<file path="config.mk">
export PLATFORM = sky130hd
export DESIGN_NAME = vanilla_sb_clear_scheduler
export DESIGN_NICKNAME = d
export VERILOG_FILES = /design/src/rtl/vanilla_sb_clear_scheduler_pkg.sv /design/src/rtl/vanilla_sb_clear_fifo.sv /design/src/rtl/vanilla_sb_clear_scheduler.sv
export SDC_FILE = /design/constraint.sdc
export NUM_CORES = 1
export LEC_CHECK = 0
export BUFFER_PORTS_ARGS = -buffer_cell sky130_fd_sc_hd__buf_4
export CAP_MARGIN = 20
export CORE_UTILIZATION = 49
export DETAILED_ROUTE_END_ITERATION = 10
export PLACE_DENSITY_LB_ADDON = 0.25
export SLEW_MARGIN = 20
export SYNTH_ARGS = -nofsm -noshare
export SYNTH_HDL_FRONTEND = slang
export SYNTH_SLANG_ARGS = --single-unit
</file>
<file path="constraint.sdc">
create_clock -name clk_i -period 2.55 [get_ports clk_i]
set_clock_uncertainty 0.2 [all_clocks]
set_input_delay 0.51 -clock clk_i [delete_from_list [all_inputs] [get_ports clk_i]]
set_output_delay 0.51 -clock clk_i [all_outputs]
set_load 0.005 [all_outputs]
</file>
<file path="src/rtl/vanilla_sb_clear_scheduler_pkg.sv">
// Shared types for the scoreboard-clear scheduler: clear request layout and
// the arbitration source encoding used by the per-port round-robin state.
package vanilla_sb_clear_scheduler_pkg;

  typedef struct packed {
    logic       float;
    logic [4:0] id;
  } sb_clear_req_s;

  typedef enum logic {
    e_src_remote = 1'b0,
    e_src_div    = 1'b1
  } sb_src_e;

endpackage

</file>
<file path="src/rtl/vanilla_sb_clear_fifo.sv">
// In-order 1r1w FIFO for remote responses. No bypass: an entry becomes
// visible at the head the cycle after it is written.
module vanilla_sb_clear_fifo #(
  parameter int width_p = 6,
  parameter int els_p   = 4
) (
  input  logic                         clk,
  input  logic                         rst_n,
  input  logic                         enq_v,
  input  logic [width_p-1:0]           enq_data,
  output logic                         ready,
  output logic                         head_v,
  output logic [width_p-1:0]           head_data,
  input  logic                         deq,
  output logic [$clog2(els_p+1)-1:0]   count
);

  localparam int ptr_w = $clog2(els_p);
  localparam int cnt_w = $clog2(els_p+1);

  logic [width_p-1:0] mem [els_p];
  logic [ptr_w-1:0]   wptr, rptr;
  logic               enq;

  // Ready looks only at occupancy, so a full FIFO stalls a cycle even
  // while it is draining.
  assign ready     = (count != cnt_w'(els_p));
  assign head_v    = (count != '0);
  assign head_data = mem[rptr];
  assign enq       = enq_v & ready;

  always_ff @(posedge clk) begin
    if (enq) mem[wptr] <= enq_data;
  end

  always_ff @(posedge clk or negedge rst_n) begin
    if (!rst_n) begin
      wptr  <= '0;
      rptr  <= '0;
      count <= '0;
    end else begin
      if (enq) wptr <= wptr + 1'b1;
      if (deq) rptr <= rptr + 1'b1;
      case ({enq, deq})
        2'b10:   count <= count + 1'b1;
        2'b01:   count <= count - 1'b1;
        default: count <= count;
      endcase
    end
  end

endmodule

</file>
<file path="src/rtl/vanilla_sb_clear_scheduler.sv">
// Arbitrates remote, idiv and fdiv completions onto the int/float scoreboard
// clear ports with independent 2-way round-robin per port; clears are registered.
module vanilla_sb_clear_scheduler
  import vanilla_sb_clear_scheduler_pkg::*;
#(
  parameter int reg_addr_width_p = 5,
  parameter int fifo_els_p       = 4
) (
  input  logic                              clk_i,
  input  logic                              reset_n_i,
  input  logic                              stall_all_i,
  input  logic                              remote_v_i,
  input  logic                              remote_float_i,
  input  logic [reg_addr_width_p-1:0]       remote_id_i,
  output logic                              remote_ready_o,
  input  logic                              idiv_v_i,
  input  logic [reg_addr_width_p-1:0]       idiv_id_i,
  output logic                              idiv_yumi_o,
  input  logic                              fdiv_v_i,
  input  logic [reg_addr_width_p-1:0]       fdiv_id_i,
  output logic                              fdiv_yumi_o,
  output logic                              int_sb_clear_o,
  output logic [reg_addr_width_p-1:0]       int_sb_clear_id_o,
  output logic                              float_sb_clear_o,
  output logic [reg_addr_width_p-1:0]       float_sb_clear_id_o,
  output logic [$clog2(fifo_els_p+1)-1:0]   fifo_count_o
);

  logic                        head_v, head_float, deq;
  logic [reg_addr_width_p-1:0] head_id;

  vanilla_sb_clear_fifo #(
    .width_p (reg_addr_width_p+1),
    .els_p   (fifo_els_p)
  ) fifo (
    .clk       (clk_i),
    .rst_n     (reset_n_i),
    .enq_v     (remote_v_i),
    .enq_data  ({remote_float_i, remote_id_i}),
    .ready     (remote_ready_o),
    .head_v    (head_v),
    .head_data ({head_float, head_id}),
    .deq       (deq),
    .count     (fifo_count_o)
  );

  sb_src_e last_int_r, last_float_r;
  logic    int_rem_req, int_div_req, flt_rem_req, flt_div_req;
  logic    int_rem_gnt, int_div_gnt, flt_rem_gnt, flt_div_gnt;

  // Head competes only on the port named by its float bit.
  assign int_rem_req = head_v & ~head_float & ~stall_all_i;
  assign flt_rem_req = head_v &  head_float & ~stall_all_i;
  assign int_div_req = idiv_v_i & ~stall_all_i;
  assign flt_div_req = fdiv_v_i & ~stall_all_i;

  // On contention the source that lost last time wins.
  assign int_rem_gnt = int_rem_req & (~int_div_req | (last_int_r   == e_src_div));
  assign int_div_gnt = int_div_req & (~int_rem_req | (last_int_r   == e_src_remote));
  assign flt_rem_gnt = flt_rem_req & (~flt_div_req | (last_float_r == e_src_div));
  assign flt_div_gnt = flt_div_req & (~flt_rem_req | (last_float_r == e_src_remote));

  assign deq         = int_rem_gnt | flt_rem_gnt;
  assign idiv_yumi_o = int_div_gnt;
  assign fdiv_yumi_o = flt_div_gnt;

  always_ff @(posedge clk_i or negedge reset_n_i) begin
    if (!reset_n_i) begin
      last_int_r          <= e_src_div;
      last_float_r        <= e_src_div;
      int_sb_clear_o      <= 1'b0;
      int_sb_clear_id_o   <= '0;
      float_sb_clear_o    <= 1'b0;
      float_sb_clear_id_o <= '0;
    end else begin
      int_sb_clear_o   <= int_rem_gnt | int_div_gnt;
      float_sb_clear_o <= flt_rem_gnt | flt_div_gnt;
      if (int_rem_gnt) begin
        last_int_r        <= e_src_remote;
        int_sb_clear_id_o <= head_id;
      end else if (int_div_gnt) begin
        last_int_r        <= e_src_div;
        int_sb_clear_id_o <= idiv_id_i;
      end
      if (flt_rem_gnt) begin
        last_float_r        <= e_src_remote;
        float_sb_clear_id_o <= head_id;
      end else if (flt_div_gnt) begin
        last_float_r        <= e_src_div;
        float_sb_clear_id_o <= fdiv_id_i;
      end
    end
  end

  a_no_enq_when_full: assert property (@(posedge clk_i) disable iff (!reset_n_i)
    remote_v_i |-> remote_ready_o);
  a_idiv_held: assert property (@(posedge clk_i) disable iff (!reset_n_i)
    (idiv_v_i && !idiv_yumi_o) |=> idiv_v_i);
  a_fdiv_held: assert property (@(posedge clk_i) disable iff (!reset_n_i)
    (fdiv_v_i && !fdiv_yumi_o) |=> fdiv_v_i);

endmodule

</file>
### Yosys cells after proc, flatten, opt, wreduce, memory -nomap -nowiden

Memories as Yosys holds them, arrays and structs flattened.
Cells that the tools add are included.

* register bits: 21
* RAM bits: 24
* word-level logic and storage cells: 58
* memories kept: 1

* add/subtract/negate cells: 4
* equality and inequality tests: 3
* multiplexer cells: 11
* bitwise operators: 26
* reduce and logical (&&, ||, !) cells: 4

Memories
* fifo.mem: words 4, bits a word 6, read ports 1, clocked after Yosys merged registers in 0, write ports 1, line vanilla_sb_clear_fifo.sv:21 `logic [width_p-1:0] mem [els_p];`

Operator list (count)
* 5-bit two-way mux: 4
* 1-bit AND: 11
* 1-bit inverter: 8
* 1-bit bitwise OR: 7
* 1-bit two-way mux: 6
* 3-bit case mux with 2 select lines: 1
* 2-bit nonzero test: 3
* 2-bit by 1-bit adder with 2-bit output, second input constant: 2
* 3-bit by 1-bit adder with 3-bit output, second input constant: 1
* 3-bit != test, second input constant: 1
* 3-bit nonzero test: 1
* 3-bit by 1-bit subtractor with 3-bit output, second input constant: 1
* 2-bit by 1-bit == test with 1-bit output, second input constant: 1
* 2-bit == test, second input constant: 1

### Depth between registers and ports, before layout

An unclocked memory read counts as a cell.

* depth after elaboration: 9
* depth in mapped cells: 10
* depth with buffers taken out: 10

### Cells and area by module

Synthesis repeated with hierarchy kept, for this count alone.

* cells, all modules: 119
* area, all modules: 1935.6 um2

By module, submodules not included
* vanilla_sb_clear_fifo: instances 1, cells each 65, area each 1277.5 um2, sequential area each 895.9 um2
* vanilla_sb_clear_scheduler: instances 1, cells each 54, area each 658.1 um2, sequential area each 352.8 um2

### Worst setup path before layout

No wires, ideal clock.

* path kind: register to register
* start: reg fifo.rptr[0]
* end: reg fifo.count[2]
* arrival time: 2.546 ns
* required time: 2.271 ns
* path slack: -0.275 ns
* cell stages (with the launch flop): 11
* period minus slack after synthesis: 2.825 ns
* path through: dfrtp_1 -> buf_6 -> mux4_2 -> a2111o_1 -> nand2_1 -> ha_1 -> inv_1 -> fa_1 -> xor2_1 -> nor2_1 -> xor2_1

* longest elaborated chain between the ends: 8
* elaborated cells between the ends (all ways): 13
* classes of those cells: 2 x eq/ne; 1 x mux; 8 x bitwise; 1 x reduce/logical; 1 x memory

RTL lines
* start: declaration: line vanilla_sb_clear_fifo.sv:22 `logic [ptr_w-1:0] wptr, rptr;`
* start signal: assignment: line vanilla_sb_clear_fifo.sv:43 `if (deq) rptr <= rptr + 1'b1;`
* memory 4 x 6 bit *
* 1-bit inverter: line vanilla_sb_clear_scheduler.sv:52 `assign int_rem_req = head_v & ~head_float & ~stall_all_i;`
* 1-bit AND (2 in a row): line vanilla_sb_clear_scheduler.sv:52
* 1-bit AND: line vanilla_sb_clear_scheduler.sv:58 `assign int_rem_gnt = int_rem_req & (~int_div_req | (last_int_r == e_src_div));`
* 1-bit bitwise OR *: line vanilla_sb_clear_scheduler.sv:63 `assign deq = int_rem_gnt | flt_rem_gnt;`
* 2-bit by 1-bit == test with 1-bit output / 2-bit == test (equally long branches): line vanilla_sb_clear_fifo.sv:44 `case ({enq, deq})`
* 3-bit case mux with 2 select lines / 2-bit nonzero test (equally long branches)
* end signal: assignment: line vanilla_sb_clear_fifo.sv:45 `2'b10: count <= count + 1'b1;`
* end signal: assignment: line vanilla_sb_clear_fifo.sv:46 `2'b01: count <= count - 1'b1;`
* end signal: assignment: line vanilla_sb_clear_fifo.sv:47 `default: count <= count;`
* end: declaration: line vanilla_sb_clear_fifo.sv:15 `output logic [$clog2(els_p+1)-1:0] count`

Every way passes the cells marked *; elsewhere a longest branch is shown, timed or not.
A chain may end at the register's enable or synchronous reset.

### Worst setup path in the final report

* start: reg fifo.rptr[0]
* end: out idiv_yumi_o

* longest elaborated chain between the ends: 7

RTL lines
* memory 4 x 6 bit
* 1-bit inverter: line vanilla_sb_clear_scheduler.sv:52
* 1-bit AND (2 in a row): line vanilla_sb_clear_scheduler.sv:52
* 1-bit inverter: line vanilla_sb_clear_scheduler.sv:59 `assign int_div_gnt = int_div_req & (~int_rem_req | (last_int_r == e_src_remote));`
* 1-bit bitwise OR: line vanilla_sb_clear_scheduler.sv:59
* 1-bit AND: line vanilla_sb_clear_scheduler.sv:59
* end: declaration: line vanilla_sb_clear_scheduler.sv:18 `output logic idiv_yumi_o,`

No other way between the ends.

==> qor.log <==
[synth] compound-cell area share of the yosys netlist 7.38%
[place] Buffers on Ports 39
[worst_setup_path] slowest library cell on the worst path sky130_fd_sc_hd__mux4_2
[sta] Achievable Freq 393 MHz
[synth] flop and latch count out of synthesis 45
[cts] number of clock sinks seen by CTS 45
[worst_setup_path] crit-path cells mux4_2 > buf_4 > buf_6 > nor4_4 > nor2_1 > buf_4
[sta] worst hold slack 216 ps
[global_routing] antenna violations before repair 0
[detailed_routing] Routed WL 3650 um
[sta] Worst slew margin 57.1%
[floorplanning] effective utilization at floorplan 52.6%
[pwr] Worst VDD drop 0.000580 V
[synth] Synth Flop Type sky130_fd_sc_hd__edfxtp_1
[synth] xor-xnor portion of the synthesized cell area 2.63%
[synth] distinct cell type count of the synthesized netlist 33
[place] Routability Congestion 0.815
[floorplanning] full die area 0.00434 mm^2
[final_layout] number of nets in the layout 219
[synth] Synthesis Warnings 0
[global_routing] vias in the first global route 1317
[detailed_routing] per-cell routed wire length 15.2 um
[floorplanning] Top Ports 40
[final_layout] fin area 0.00256 mm^2
[synth] average size of a mapped cell 14.6 um^2
[synth] basic-gate share of the synthesized area counting and, or, nand and nor cells 11.7%
[cts] H-tree levels 2
[final_layout] proportion of layout cells with a drive suffix above 1 41.7%
[global_routing] maximum number of pins on one net before global-route repair 22
[worst_setup_path] required time of the critical path 1840 ps
[synth] proportion of synthesized flip-flops having asynchronous set or reset 46.7%
[sta] fin. max-slew vios 0
[worst_setup_path] total number of cells along the worst setup path 6
[synth] Yosys top cell area share 36.0%
[final_layout] ant diodes 0
[sta] unrepaired setup endpoints after global routing true
[sta] time the final worst path needs with I/O delays and setup 2550 ps
[synth] main combinational cell family by area after synthesis simple AND/OR/NAND/NOR gates
[floorplanning] placeable core area 0.00380 mm^2
[cts] Root Buffer Master sky130_fd_sc_hd__clkbuf_8
[synth] share of synthesized area spent on multiplexers 8.26%
[outcome] outcome finished, final reports clean
[global_routing] GRT Resource Usage Total 18.1%
[final_layout] Area growth syn-to-layout 28.3%
[sta] Worst-Margin Slew 642 ps
[pwr] P per Cell Area 1150 mW/mm^2
[detailed_routing] remaining routing DRC violations 0
[sta] Final Cycle Share 99.8%
[detailed_routing] DRT iter0 DRCs 56
[pwr] total chip power 2940 uW
[worst_hold_path] Min-Delay Path Class input port to flop
[worst_setup_path] endpoint class of the critical path output port
[detailed_routing] DRT Pass-1 Iters 4
[worst_setup_path] Worst Reg2Reg Path Length in Cells 9
[worst_setup_path] top fanout value on the critical path 5
[sta] setup_tns 0 ps
[pwr] Leakage 0.00107 uW
[worst_setup_path] cell mode on critical path sky130_fd_sc_hd__buf_4
[worst_setup_path] largest stage delay on the critical path 520 ps
[floorplanning] y dimension of the die 65.9 um
[synth] register area share after synthesis 62.5%
[floorplanning] Die Width 65.9 um
[global_routing] wire length of the first global-routing pass 5670 um
[synth] leading cell types by total area after synthesis sky130_fd_sc_hd__edfxtp_1 36%, sky130_fd_sc_hd__dfrtp_1 24%, sky130_fd_sc_hd__mux4_1 6.6%
[flow_run] number of max-cap violations 0
[detailed_routing] antenna viol nets, final 0
[sta] count of endpoints failing hold in the final timing report 0
[place] sum of net half-perimeters after detailed placement 2760 um
[worst_setup_path] critical path endpoint idiv_yumi_o
[worst_setup_path] data arrival time of the worst path 1840 ps
[cts] clk buf depth 2
[worst_setup_path] terminus of the critical flop-to-flop path fifo.count[2]$_DFFE_PN0P_
[global_routing] total congestion overflow 0
[synth] synthesized-area fraction occupied by adder cells 4.13%
[synth] top cells by count, synth 24 x sky130_fd_sc_hd__edfxtp_1, 19 x sky130_fd_sc_hd__dfrtp_1, 17 x sky130_fd_sc_hd__nor3_1, 10 x sky130_fd_sc_hd__inv_1
[synth] cell with the most instances after synthesis sky130_fd_sc_hd__edfxtp_1
[sta] final count of negative-setup-slack endpoints 0
[cts] TritonCTS clock tree done
[worst_setup_path] sort of element at the start of the critical path flop
[synth] Mapped Nets 165
[worst_setup_path] crit path kind flop to output port
[worst_setup_path] worst flop-to-flop path startpoint fifo.rptr[0]$_DFFE_PN0N_
[worst_setup_path] Largest delay share family, worst path multiplexers
[place] placed inst area 0.00239 mm^2
[detailed_routing] total vias in the final route 1318
[worst_setup_path] R2R setup slack 10 ps
[cts] clock latency on the worst-skew pair 290 ps
[worst_hold_path] Worst Hold Launch remote_id_i[0]
[synth] post-synthesis instance total 137
[synth] number of enable flip-flop cells after synthesis 24
[detailed_routing] per-cell via count in the routed design 5.49
[synth] cell accounting for the most synthesized area sky130_fd_sc_hd__edfxtp_1
[worst_setup_path] count of buffer and inverter cells on the critical path 3
[worst_setup_path] launching instance or port of the critical path fifo.rptr[0]$_DFFE_PN0N_
[synth] netlist area before placement 0.00200 mm^2
[cts] total CTS buffers 5
[floorplanning] number of rows created at floorplan 22
[final_layout] fill cell total of the finished layout 284
[cts] Clk pin slew, worst setup/hold paths 80 ps
-- registers in the layout (all words and copies together) (netlist names) --
name and cells:
int_sb_clear_o 1, fifo.count 3, fifo.wptr 2, last_int_r 1, fifo.rptr 2, float_sb_clear_o 1, int_sb_clear_id_o 5, last_float_r 1
float_sb_clear_id_o 5, fifo.mem 24
-- metal layers --
layer	vias to the layer above	wire length, um	track usage [%]
li1	622	-	-
met1	635	1520	18.9
met2	53	1800	33.9
met3	8	224	5.86
met4	0	97	5.43
met5	-	0	0
-- through the flow --
stage,util [%],worst slack (ps),cells
floorplan,-,-153,137
global placement,63.0,26.6,229
detailed placement,63.0,-65.5,229
CTS,66.4,-46.3,239
global route,67.5,-129,240
finish,67.5,4.73,240
-- power by group --
group	switching, uW	internal [uW]	total (uW)
Combinational	587	669	1260
Clock	229	291	520
Sequential	131	1030	1160
Total	946	1990	2940
-- final cells by class --
class / count / area, um^2 / area share, %
Tap cell: 48 / 60.1 / 2.34
Inverter: 10 / 37.5 / 1.46
Sequential cell: 45 / 1250 / 48.7
Clock inverter: 2 / 35.0 / 1.37
Timing Repair Buffer: 51 / 389 / 15.2
Multi-Input combinational cell: 78 / 722 / 28.1
Clock buffer: 6 / 72.6 / 2.83
-- what timing repair did --
item                                    4_1_cts  5_1_grt
endpoints found under the setup margin        2        3
gates resized for setup                       1        6
buffers inserted                              1        1
hold buffers                                  1        0
pin swaps                                     2        3
gates cloned                                  0        0
hold endpoints to repair                     19        0
-- worst register-to-register path, delay by kind of cell (launching register included) --
family	cells	cell delay, ps
mux	1	520
fa+ha+maj	2	460
flops	1	380
compound gates	1	330
xor+xnor	2	330
simple gates	2	220
buf+inv	1	30
-- how the worst min path moves through the flow --
stage / to / slack (ps) / cells after the start
after global placement: int_sb_clear_id_o[4]$_DFFE_PN0P_ / 200 / 1
after floorplan: fifo.count[0]$_DFFE_PN0P_ / 10 / 0
final: fifo.mem[2][0]$_DFFE_PP_ / 220 / 1
after global routing: fifo.mem[2][2]$_DFFE_PP_ / 200 / 1
after detailed placement: int_sb_clear_o$_DFF_PN0_ / 210 / 1
after CTS: fifo.mem[2][0]$_DFFE_PP_ / 200 / 1
-- cells by family (layout without fill, tap and decap cells) --
group | count (synthesis) | in the layout
buf+inv | 14 | 69
compound gates | 17 | 17
mux | 7 | 7
xor+xnor | 6 | 6
flops | 45 | 45
fa+ha+maj | 6 | 6
simple gates | 42 | 42
-- layout by cell type, fill, tap and decap left out, drive strengths merged, types with 4 or more instances in the layout --
master  count
inv        10
ha          5
edfxtp     24
nand2       5
xor2        4
buf        50
mux4        6
nor3       17
dfrtp      19
a211oi      5
or2         5
and3        4
o221a       5
clkbuf      6
Power figures use the tool's default switching activity.
